**src/rtl/apb_master.sv**
```systemverilog
// APB requester: turns a valid/ready command into an APB SETUP/ACCESS transfer with a one-cycle response pulse.
// Optional ACCESS-phase timeout abort is built when APB_MASTER_TIMEOUT_EN is defined.
module apb_master #(
  parameter int unsigned TIMEOUT_CYCLES = 16
) (
  input  logic        PCLK,
  input  logic        PRESET,
  input  logic        cmd_valid,
  output logic        cmd_ready,
  input  logic        cmd_write,
  input  logic [7:0]  cmd_addr,
  input  logic [31:0] cmd_wdata,
  output logic        rsp_valid,
  output logic [31:0] rsp_rdata,
  output logic        rsp_timeout,
  output logic        PSEL,
  output logic        PENABLE,
  output logic        PWRITE,
  output logic [7:0]  PADDR,
  output logic [31:0] PWDATA,
  input  logic [31:0] PRDATA,
  input  logic        PREADY
);

  typedef enum logic [1:0] {
    IDLE   = 2'd0,
    SETUP  = 2'd1,
    ACCESS = 2'd2
  } state_t;

  state_t      state_q, state_d;
  logic        cmd_ready_q, cmd_ready_d;
  logic        psel_q, psel_d;
  logic        penable_q, penable_d;
  logic        pwrite_q, pwrite_d;
  logic [7:0]  paddr_q, paddr_d;
  logic [31:0] pwdata_q, pwdata_d;
  logic        rsp_valid_q, rsp_valid_d;
  logic [31:0] rsp_rdata_q, rsp_rdata_d;

  if (TIMEOUT_CYCLES == 0) begin : g_bad_cfg
    $error("apb_master: TIMEOUT_CYCLES must be at least 1");
  end

`ifdef APB_MASTER_TIMEOUT_EN
  localparam int unsigned CNT_W = $clog2(TIMEOUT_CYCLES + 1);

  logic [CNT_W-1:0] cnt_q, cnt_d;
  logic             rsp_timeout_q, rsp_timeout_d;
  logic             expired;

  // True on the last permitted ACCESS cycle; PREADY on that cycle still wins.
  assign expired = (cnt_q == CNT_W'(TIMEOUT_CYCLES - 1));
`endif

  always_comb begin
    state_d     = state_q;
    pwrite_d    = pwrite_q;
    paddr_d     = paddr_q;
    pwdata_d    = pwdata_q;
    rsp_valid_d = 1'b0;
    rsp_rdata_d = rsp_rdata_q;
`ifdef APB_MASTER_TIMEOUT_EN
    cnt_d         = cnt_q;
    rsp_timeout_d = 1'b0;
`endif

    unique case (state_q)
      IDLE: begin
        if (cmd_valid && cmd_ready_q) begin
          state_d  = SETUP;
          pwrite_d = cmd_write;
          paddr_d  = cmd_addr;
          pwdata_d = cmd_wdata;
        end
      end
      SETUP: begin
        state_d = ACCESS;
`ifdef APB_MASTER_TIMEOUT_EN
        cnt_d = '0;
`endif
      end
      ACCESS: begin
        if (PREADY) begin
          state_d     = IDLE;
          rsp_valid_d = 1'b1;
          rsp_rdata_d = pwrite_q ? '0 : PRDATA;
        end
`ifdef APB_MASTER_TIMEOUT_EN
        else if (expired) begin
          state_d       = IDLE;
          rsp_valid_d   = 1'b1;
          rsp_timeout_d = 1'b1;
          rsp_rdata_d   = '0;
        end else begin
          cnt_d = cnt_q + 1'b1;
        end
`endif
      end
      default: state_d = IDLE;
    endcase

    // Handshake/strobe flops are derived from the next state so they line up with it.
    cmd_ready_d = (state_d == IDLE);
    psel_d      = (state_d != IDLE);
    penable_d   = (state_d == ACCESS);
  end

  always_ff @(posedge PCLK or posedge PRESET) begin
    if (PRESET) begin
      state_q     <= IDLE;
      cmd_ready_q <= 1'b0;
      psel_q      <= 1'b0;
      penable_q   <= 1'b0;
      pwrite_q    <= 1'b0;
      paddr_q     <= '0;
      pwdata_q    <= '0;
      rsp_valid_q <= 1'b0;
      rsp_rdata_q <= '0;
    end else begin
      state_q     <= state_d;
      cmd_ready_q <= cmd_ready_d;
      psel_q      <= psel_d;
      penable_q   <= penable_d;
      pwrite_q    <= pwrite_d;
      paddr_q     <= paddr_d;
      pwdata_q    <= pwdata_d;
      rsp_valid_q <= rsp_valid_d;
      rsp_rdata_q <= rsp_rdata_d;
    end
  end

`ifdef APB_MASTER_TIMEOUT_EN
  always_ff @(posedge PCLK or posedge PRESET) begin
    if (PRESET) begin
      cnt_q         <= '0;
      rsp_timeout_q <= 1'b0;
    end else begin
      cnt_q         <= cnt_d;
      rsp_timeout_q <= rsp_timeout_d;
    end
  end

  assign rsp_timeout = rsp_timeout_q;
`else
  assign rsp_timeout = 1'b0;
`endif

  assign cmd_ready = cmd_ready_q;
  assign PSEL      = psel_q;
  assign PENABLE   = penable_q;
  assign PWRITE    = pwrite_q;
  assign PADDR     = paddr_q;
  assign PWDATA    = pwdata_q;
  assign rsp_valid = rsp_valid_q;
  assign rsp_rdata = rsp_rdata_q;

endmodule

```
**config.mk**
```make
export PLATFORM = sky130hd
export DESIGN_NAME = apb_master
export DESIGN_NICKNAME = d
export VERILOG_FILES = /design/src/rtl/apb_master.sv
export SDC_FILE = /design/constraint.sdc
export NUM_CORES = 1
export LEC_CHECK = 0
export CAP_MARGIN = 20
export CORE_MARGIN = 4
export CORE_UTILIZATION = 30
export CTS_CLUSTER_DIAMETER = 60
export DETAILED_ROUTE_END_ITERATION = 10
export PLACE_DENSITY = 0.6
export SYNTH_ARGS = -nofsm -noshare
export SYNTH_HDL_FRONTEND = slang
export SYNTH_SLANG_ARGS = --single-unit
```
**constraint.sdc**
```tcl
create_clock -name PCLK -period 3.15 [get_ports PCLK]
set_input_delay 0.63 -clock PCLK [delete_from_list [all_inputs] [get_ports PCLK]]
set_output_delay 0.63 -clock PCLK [all_outputs]
set_load 0.1 [all_outputs]
```
==> Word level (Yosys, flattened, before mapping) <==
Index checks and enable logic that the tools add are counted.
{ "classes": {"n_eq_ne": 3, "n_mux": 6, "reduce_logical": 6} }
{ "ops": {"columns": ["operator", "n"], "rows": [
  ["two-way mux 32 bit", 1],
  ["case mux 2 bit (3 select lines)", 1],
  ["equality test 2 bit (second input constant)", 2],
  ["zero test 2 bit", 2],
  ["two-way mux 2 bit", 2],
  ["AND reduction 2 bit", 2],
  ["equality test 2 x 1 -> 1 bit (second input constant)", 1],
  ["two-way mux 1 bit", 2],
  ["nonzero test 2 bit", 1],
  ["logical AND 1 bit", 1]
]} }
{ "word_totals": {"regBits": 79, "elab_cells": 24, "out_inout_bits": 78, "inputBits": 77} }

==> Longest topological paths before layout <==
Gate-level depths: netlist (run 1).
{ "depth": {"depth_word": 4, "mapped_depth": 4, "ltp_nobuf": 2} }

==> Worst setup path after synthesis (run 1) <==
OpenSTA, ideal clock, no wires.
{ "synth_path": {"path_kind": "register to register", "from": "register cmd_ready_q (netlist: cmd_ready)", "to": "register paddr_q[0] (netlist: PADDR[0])", "n_path_buf": 2, "synth_period_minus_slack_ns": 2.020, "required_ns": 3.024, "slack_ns": 1.130, "t_arrival_ns": 1.894, "stages_incl_launch_ff": 5, "cell_sequence": "dfrtp_1 -> nor4bb_2 -> buf_6 -> buf_12 -> mux2_4"} }
{ "synth_via": {"elab_chain_len": 2} }
{ "synth_lines": {"columns": ["item", "line", "rtl"], "rows": [
  ["from (decl)", "32", "logic cmd_ready_q, cmd_ready_d;"],
  ["from (signal assigned)", "122", "cmd_ready_q <= cmd_ready_d;"],
  ["logical AND 1 bit", "70", "if (cmd_valid && cmd_ready_q) begin"],
  ["AND reduction 2 bit (no source line)", null, null],
  ["to (signal assigned)", "126", "paddr_q <= paddr_d;"],
  ["to (decl)", "36", "logic [7:0] paddr_q, paddr_d;"]
]} }
Every way passes these cells.
A chain may end at the register's enable or synchronous reset.

==> Worst setup path after layout (run 1) <==
{ "layout_path": {"from": "input PREADY", "to": "register rsp_rdata_q[30] (netlist: rsp_rdata[30])"} }
{ "layout_via": {"elab_chain_len": 1} }
{ "layout_lines": {"columns": ["item", "line", "rtl"], "rows": [
  ["from (decl)", "22", "input logic PREADY"],
  ["AND reduction 2 bit (no source line)", null, null],
  ["to (signal assigned)", "129", "rsp_rdata_q <= rsp_rdata_d;"],
  ["to (decl)", "39", "logic [31:0] rsp_rdata_q, rsp_rdata_d;"]
]} }
Every way passes these cells.

==> Flow_metrics.wiki, run 1 <==
{| class="wikitable"
! Metric !! Value
|-
| HPWL after DPL || 5730 um
|-
| Register-to-register path setup slack || 1.33 ns
|-
| Initial antenna violation count || 0
|-
| Post-detailed-route via-to-cell ratio || 4.28
|-
| Per-instance average area after synthesis || 16.6 um^2
|-
| Filler Cells Inserted || 1007
|-
| Capturing point of the worst reg2reg path || rsp_rdata[30]$_DFFE_PP0P_
|-
| Most common cell after layout, fill and taps aside || sky130_fd_sc_hd__buf_4
|-
| Number of synthesized register bits || 79
|-
| Worst Hold Launch || PWDATA[26]$_DFFE_PP0P_
|-
| Maximum achievable frequency || 481 MHz
|-
| IO buf count || 153
|-
| Cell variety after synth || 16
|-
| CP Launch Type || input port
|-
| Number of violations of the max-capacitance limit || 0
|-
| Worst endpoint required time || 3.35 ns
|-
| Clock Skew || 0.00671 ns
|-
| Number of vias after detailed routing || 2185
|-
| Beginning of the worst register-to-register path || state_q[0]$_DFF_PP0_
|-
| Post-detailed-route DRC marker count || 0
|-
| Vias in the first global route || 2388
|-
| Global placer's final weighted congestion || 0.707
|-
| Total global routing overflow || 0
|-
| Post-Syn Instances || 208
|-
| Final Hold Vio Count || 0
|-
| Crit path buffers/inverters || 2
|-
| Largest family of logic cells by synthesized area || multiplexers
|-
| Crit Path Max Fanout || 19
|-
| Relative slew slack || 58.6%
|-
| Share of the synthesized netlist area taken by xor and xnor gates || 0%
|-
| Capturing element type of the critical path || register
|-
| Total non-filler cell area in the finished layout || 0.00517 mm^2
|-
| Die Area || 0.0133 mm^2
|-
| Total track usage || 12.0%
|-
| Total number of cells along the worst setup path || 4
|-
| H-tree depth || 3
|-
| Cell area after placement || 0.00488 mm^2
|-
| Share of final-layout standard cells stronger than drive strength 1 || 47.0%
|-
| Hold Path Class || register to register
|-
| Number of primary I/O pins || 155
|-
| Placeable Area || 0.0110 mm^2
|-
| Multi-input combinational cell area || 0.00132 mm^2
|-
| Total number of nets in the final design || 442
|-
| Pin count of the biggest net entering global routing || 46
|-
| Setup repair after global routing missed its margin || no
|-
| Worst-margin pin slew || 0.620 ns
|-
| Clk root buf || sky130_fd_sc_hd__clkbuf_16
|-
| Longest individual stage delay on the worst path || 0.52 ns
|-
| Area of the mapped netlist || 0.00345 mm^2
|-
| R2R depth || 3
|-
| First-pass GRT wire length || 12400 um
|-
| Number of clock sinks seen by CTS || 79
|-
| Post-CTS Hold Fix Bufs || 0
|-
| Layout Utilization || 46.8%
|-
| Share of synthesized area spent on multiplexers || 30.3%
|-
| Count of nets left with antenna violations after detail routing || 0
|-
| Sequential-to-total area share from yosys stat || 57.3%
|-
| Cell at the slowest stage of the critical path || sky130_fd_sc_hd__and3b_2
|-
| Worst path top cell family by delay || buffers and inverters
|-
| Vertical extent of the die || 115 um
|-
| Area growth, synth to finish || 49.9%
|-
| Chip Width || 115 um
|-
| Hold-critical path depth || 1
|-
| Post-cts repair resize count || 0
|-
| DR pass1 iterations || 3
|-
| Ordered list of cells on the worst path || clkdlybuf4s50_1, and3b_2, buf_4, mux2_4
|-
| Max Root-Sink Buffers || 2
|-
| Adder-Cell Fraction of Synth Area || 0%
|-
| Min Clock Period, post-route || 2.08 ns
|-
| Endpoint of the worst hold-timing path || PWDATA[26]$_DFFE_PP0P_
|-
| Final worst-path cycle share || 66.0%
|-
| Total clock buffers created by CTS || 9
|-
| Final count of negative-setup-slack endpoints || 0
|-
| Starting utilization of the core area || 31.3%
|-
| Detailed-route wire length per cell || 15.7 um
|-
| Core Rows || 38
|-
| Clk pin slew, worst setup/hold paths || 0.05 ns
|-
| Detailed router's first-iteration violation count || 68
|-
| Clock latency at the later pin of the worst-skew pair || 0.33 ns
|-
| Kind of critical path || input port to register
|-
| Syn nets || 285
|-
| Area fraction in compound gates after synthesis || 0.798%
|-
| Diodes inserted || 0
|-
| Basic-gate share of the synthesized area counting and, or, nand and nor cells || 6.79%
|-
| TritonCTS clock tree || done
|-
| Post-detailed-routing wire length || 7990 um
|-
| Most frequent cells in the layout || sky130_fd_sc_hd__buf_4 (82), sky130_fd_sc_hd__dfrtp_1 (79), sky130_fd_sc_hd__clkdlybuf4s50_1 (76)
|-
| Yosys synthesis warning count || 0
|-
| Number of max-slew violations in the final report || 0
|-
| Final TNS setup || 0 ns
|-
| Storage cell area || 0.00198 mm^2
|-
| Arrival time of the worst setup path || 2.28 ns
|-
| Number of post-CTS setup repair buffers || 0
|-
| Result of the run || completed
|}
layer usage:
layer	up-vias	GRT usage [%]	routed length, um
met5	-	0	0
met4	0	5.01	167
met3	13	3.47	644
met2	85	19.1	3800
met1	1067	15.4	3380
li1	1020	-	-
cell usage after synthesis:
master | count | share of area, %
sky130_fd_sc_hd__a21oi_1 | 1 | 0.14
sky130_fd_sc_hd__and3b_1 | 1 | 0.25
sky130_fd_sc_hd__buf_12 | 4 | 2.3
sky130_fd_sc_hd__buf_4 | 1 | 0.22
sky130_fd_sc_hd__buf_6 | 5 | 1.6
sky130_fd_sc_hd__clkbuf_1 | 3 | 0.33
sky130_fd_sc_hd__conb_1 | 1 | 0.11
sky130_fd_sc_hd__dfrtp_1 | 79 | 57
sky130_fd_sc_hd__inv_1 | 2 | 0.22
sky130_fd_sc_hd__mux2_2 | 14 | 4.6
sky130_fd_sc_hd__mux2_4 | 59 | 26
sky130_fd_sc_hd__nor2b_1 | 32 | 5.8
sky130_fd_sc_hd__nor4bb_2 | 1 | 0.47
sky130_fd_sc_hd__o21a_1 | 1 | 0.22
sky130_fd_sc_hd__o21ai_0 | 3 | 0.44
sky130_fd_sc_hd__or3b_2 | 1 | 0.25
worst reg2reg max path, delay by kind of cell, from the launching register on:
| kind | cells | cell delay, ns |
|---|---|---|
| simple gates | 1 | 0.60 |
| mux | 1 | 0.32 |
| buf+inv | 1 | 0.34 |
| flops | 1 | 0.43 |
through the flow:
step,worst slack [ns],cells,hold slack [ns]
after floorplan,0.497,208,0.524
after global placement,0.752,494,0.495
after detailed placement,0.736,494,0.493
after CTS,1.09,510,0.514
after global routing,1.01,510,0.520
final,1.07,510,0.511
how the worst max path moves through the flow:
stage                start                   endpoint  slack (ns)
finish              PREADY  rsp_rdata[30]$_DFFE_PP0P_        1.07
global route        PREADY   rsp_rdata[0]$_DFFE_PP0P_        1.01
CTS                 PREADY  rsp_rdata[30]$_DFFE_PP0P_        1.09
detailed placement  PREADY  rsp_rdata[31]$_DFFE_PP0P_        0.74
global placement    PREADY   rsp_rdata[5]$_DFFE_PP0P_        0.75
floorplan           PRESET       PADDR[0]$_DFFE_PP0P_        0.50
registers in the layout, indices dropped and copies added, names as in the netlist:
| name | count |
|---|---|
| cmd_ready | 1 |
| PWDATA | 32 |
| PSEL | 1 |
| rsp_rdata | 32 |
| PENABLE | 1 |
| PADDR | 8 |
| state_q | 2 |
| rsp_valid | 1 |
| PWRITE | 1 |
area by class of cell:
| type | count | area share, % |
|---|---|---|
| Timing Repair Buffer | 159 | 27.0 |
| Multi-Input combinational cell | 114 | 25.5 |
| Sequential cell | 79 | 38.3 |
| Clock inverter | 5 | 1.14 |
| Inverter | 2 | 0.169 |
| Clock buffer | 11 | 4.50 |
| Tap cell | 140 | 3.39 |
logic make-up (layout without fill, tap and decap cells):
logic type	after synthesis	count (layout)
buffers and inverters	15	177
muxes	73	73
and+or+nand+nor	35	35
AOI/OAI and AO/OA	5	5
other	1	1
DFF	79	79
Power of run 1 is left out: the tool's default activity adds up to more than one toggle a clock period on the data nets, which glitch-free logic cannot reach.
==> inputs of run 2 (changes only) <==
==> constraint.sdc (replaced) <==
create_clock -name PCLK -period 1.95 [get_ports PCLK]
set_input_delay 0.39 -clock PCLK [delete_from_list [all_inputs] [get_ports PCLK]]
set_output_delay 0.39 -clock PCLK [all_outputs]
set_load 0.1 [all_outputs]
==> Flow_metrics.wiki, run 2 (synthesis gave the netlist of run 1 again) <==
{| class="wikitable"
! Metric !! Value
|-
| Result of the run || completed (unchanged)
|-
| Cell area after placement || 0.00496 mm^2 (was 0.00488 mm^2)
|-
| Number of vias after detailed routing || 2175 (was 2185)
|-
| Filler Cells Inserted || 1007 (unchanged)
|-
| Post-detailed-routing wire length || 7790 um (was 7990 um)
|-
| R2R depth || 4 (was 3)
|-
| DR pass1 iterations || 4 (was 3)
|-
| First-pass GRT wire length || 12600 um (was 12400 um)
|-
| Capturing point of the worst reg2reg path || PWDATA[31]$_DFFE_PP0P_ (was rsp_rdata[30]$_DFFE_PP0P_)
|-
| Clk root buf || sky130_fd_sc_hd__clkbuf_16 (unchanged)
|-
| Count of nets left with antenna violations after detail routing || 0 (unchanged)
|-
| Detailed router's first-iteration violation count || 59 (was 68)
|-
| HPWL after DPL || 5600 um (was 5730 um)
|-
| Final TNS setup || 0 ns (unchanged)
|-
| H-tree depth || 3 (unchanged)
|-
| Multi-input combinational cell area || 0.00132 mm^2 (unchanged)
|-
| Hold Path Class || input port to async pin (was register to register)
|-
| IO buf count || 153 (unchanged)
|-
| Setup repair after global routing missed its margin || no (unchanged)
|-
| Max Root-Sink Buffers || 2 (unchanged)
|-
| Vias in the first global route || 2425 (was 2388)
|-
| Post-CTS Hold Fix Bufs || 0 (unchanged)
|-
| Total global routing overflow || 0 (unchanged)
|-
| Most frequent cells in the layout || sky130_fd_sc_hd__buf_4 (82), sky130_fd_sc_hd__dfrtp_1 (78), sky130_fd_sc_hd__clkdlybuf4s50_1 (76) (was sky130_fd_sc_hd__buf_4 (82), sky130_fd_sc_hd__dfrtp_1 (79), sky130_fd_sc_hd__clkdlybuf4s50_1 (76))
|-
| Post-detailed-route DRC marker count || 0 (unchanged)
|-
| Core Rows || 38 (unchanged)
|-
| Total non-filler cell area in the finished layout || 0.00524 mm^2 (was 0.00517 mm^2)
|-
| Most common cell after layout, fill and taps aside || sky130_fd_sc_hd__buf_4 (unchanged)
|-
| Cell at the slowest stage of the critical path || sky130_fd_sc_hd__clkdlybuf4s50_1 (was sky130_fd_sc_hd__and3b_2)
|-
| Total clock buffers created by CTS || 9 (unchanged)
|-
| Storage cell area || 0.00198 mm^2 (about the same)
|-
| Detailed-route wire length per cell || 15.2 um (was 15.7 um)
|-
| Tightest hold margin || 0.504 ns (was 0.511 ns)
|-
| Post-cts repair resize count || 0 (unchanged)
|-
| Pin count of the biggest net entering global routing || 80 (was 46)
|-
| Register-to-register path setup slack || 0.39 ns (was 1.33 ns)
|-
| Worst setup startpoint || cmd_valid (was PREADY)
|-
| Final Hold Vio Count || 0 (unchanged)
|-
| Die Area || 0.0133 mm^2 (unchanged)
|-
| Worst endpoint required time || 2.15 ns (was 3.35 ns)
|-
| Chip Width || 115 um (unchanged)
|-
| Global placer's final weighted congestion || 0.663 (was 0.707)
|-
| Ordered list of cells on the worst path || clkdlybuf4s50_1, nor4bb_4, buf_4, buf_12, mux2_4 (was clkdlybuf4s50_1, and3b_2, buf_4, mux2_4)
|-
| Total number of nets in the final design || 446 (was 442)
|-
| Last element of the critical path || PWDATA[31]$_DFFE_PP0P_ (was rsp_rdata[30]$_DFFE_PP0P_)
|-
| Number of primary I/O pins || 155 (unchanged)
|-
| Initial antenna violation count || 0 (unchanged)
|-
| Final worst-path cycle share || 85.8%
|-
| Starting utilization of the core area || 31.3% (unchanged)
|-
| Beginning of the worst register-to-register path || state_q[1]$_DFF_PP0_ (was state_q[0]$_DFF_PP0_)
|-
| Total track usage || 12.0% (about the same)
|-
| Diodes inserted || 0 (unchanged)
|-
| Capturing element type of the critical path || register (unchanged)
|-
| Number of clock sinks seen by CTS || 79 (unchanged)
|-
| Longest individual stage delay on the worst path || 0.49 ns (was 0.52 ns)
|-
| Area growth, synth to finish || 51.9% (was 49.9%)
|-
| Maximum achievable frequency || 598 MHz
|-
| Arrival time of the worst setup path || 1.87 ns (was 2.28 ns)
|-
| Min Clock Period, post-route || 1.67 ns
|-
| Post-detailed-route via-to-cell ratio || 4.25 (was 4.28)
|-
| Vertical extent of the die || 115 um (unchanged)
|-
| Number of max-slew violations in the final report || 0 (unchanged)
|-
| Clock latency at the later pin of the worst-skew pair || 0.32 ns (was 0.33 ns)
|-
| TritonCTS clock tree || done (unchanged)
|-
| Number of violations of the max-capacitance limit || 0 (unchanged)
|-
| Share of final-layout standard cells stronger than drive strength 1 || 47.8% (was 47.0%)
|-
| Crit Path Max Fanout || 11 (was 19)
|-
| Clk pin slew, worst setup/hold paths || 0.06 ns (was 0.05 ns)
|-
| Kind of critical path || input port to register (unchanged)
|-
| CP Launch Type || input port (unchanged)
|-
| Number of post-CTS setup repair buffers || 0 (unchanged)
|-
| Placeable Area || 0.0110 mm^2 (unchanged)
|-
| Final count of negative-setup-slack endpoints || 0 (unchanged)
|-
| Layout Utilization || 47.5% (was 46.8%)
|-
| Clock Skew || 0.00915 ns (was 0.00671 ns)
|}
## run 2: changes by cell type in the layout (fill, tap and decap cells not counted)
cell / before / now
sky130_fd_sc_hd__buf_12: 1 / 5
sky130_fd_sc_hd__clkbuf_1: 2 / 1
sky130_fd_sc_hd__clkinvlp_4: 2 / 1
sky130_fd_sc_hd__dfrtp_1: 79 / 78
sky130_fd_sc_hd__dfrtp_2: 0 / 1
## run 2: critical path, delay by kind of cell
family	cells	cell delay, ns
AND/OR/NAND/NOR	1	0.30
multiplexers	1	0.30
buffers and inverters	3	0.87
## run 2: through the flow
step / setup slack [ns] / instances
2_1_floorplan: 0.199 / 208
3_3_place_gp: -0.0336 / 498
3_5_place_dp: -0.0569 / 498
4_1_cts: 0.288 / 512
5_1_grt: 0.213 / 512
6_report: 0.278 / 512
## run 2: worst min-delay path by stage
stage	end	start	slack, ns	cells after the start
detailed placement	rsp_rdata[0]$_DFFE_PP0P_	rsp_rdata[0]$_DFFE_PP0P_	0.49	1
floorplan	PENABLE$_DFF_PP0_	state_q[1]$_DFF_PP0_	0.52	1
global route	rsp_rdata[13]$_DFFE_PP0P_	rsp_rdata[13]$_DFFE_PP0P_	0.52	1
finish	PWDATA[17]$_DFFE_PP0P_	PRESET	0.50	3
CTS	PADDR[0]$_DFFE_PP0P_	PADDR[0]$_DFFE_PP0P_	0.51	1
global placement	rsp_rdata[18]$_DFFE_PP0P_	rsp_rdata[18]$_DFFE_PP0P_	0.49	1
## run 2: final cells by class
class                      instances  share of cell area (%)
clock buffer                      10                    4.37
clock inverter                     4                   0.932
inverter                           2                   0.215
multi-input combinational        114                    25.2
sequential                        79                    37.8
tap                              140                    3.34
timing repair buffer             163                    28.2
## run 2: routing by layer
layer / vias up / GRT usage [%] / share of wire (%)
met5: - / 0 / 0
met2: 81 / 18.5 / 48
met3: 4 / 3.21 / 6.9
met1: 1070 / 16.3 / 44
met4: 0 / 4.23 / 0.80
li1: 1020 / - / -
Power of run 2 is left out for the same reason.
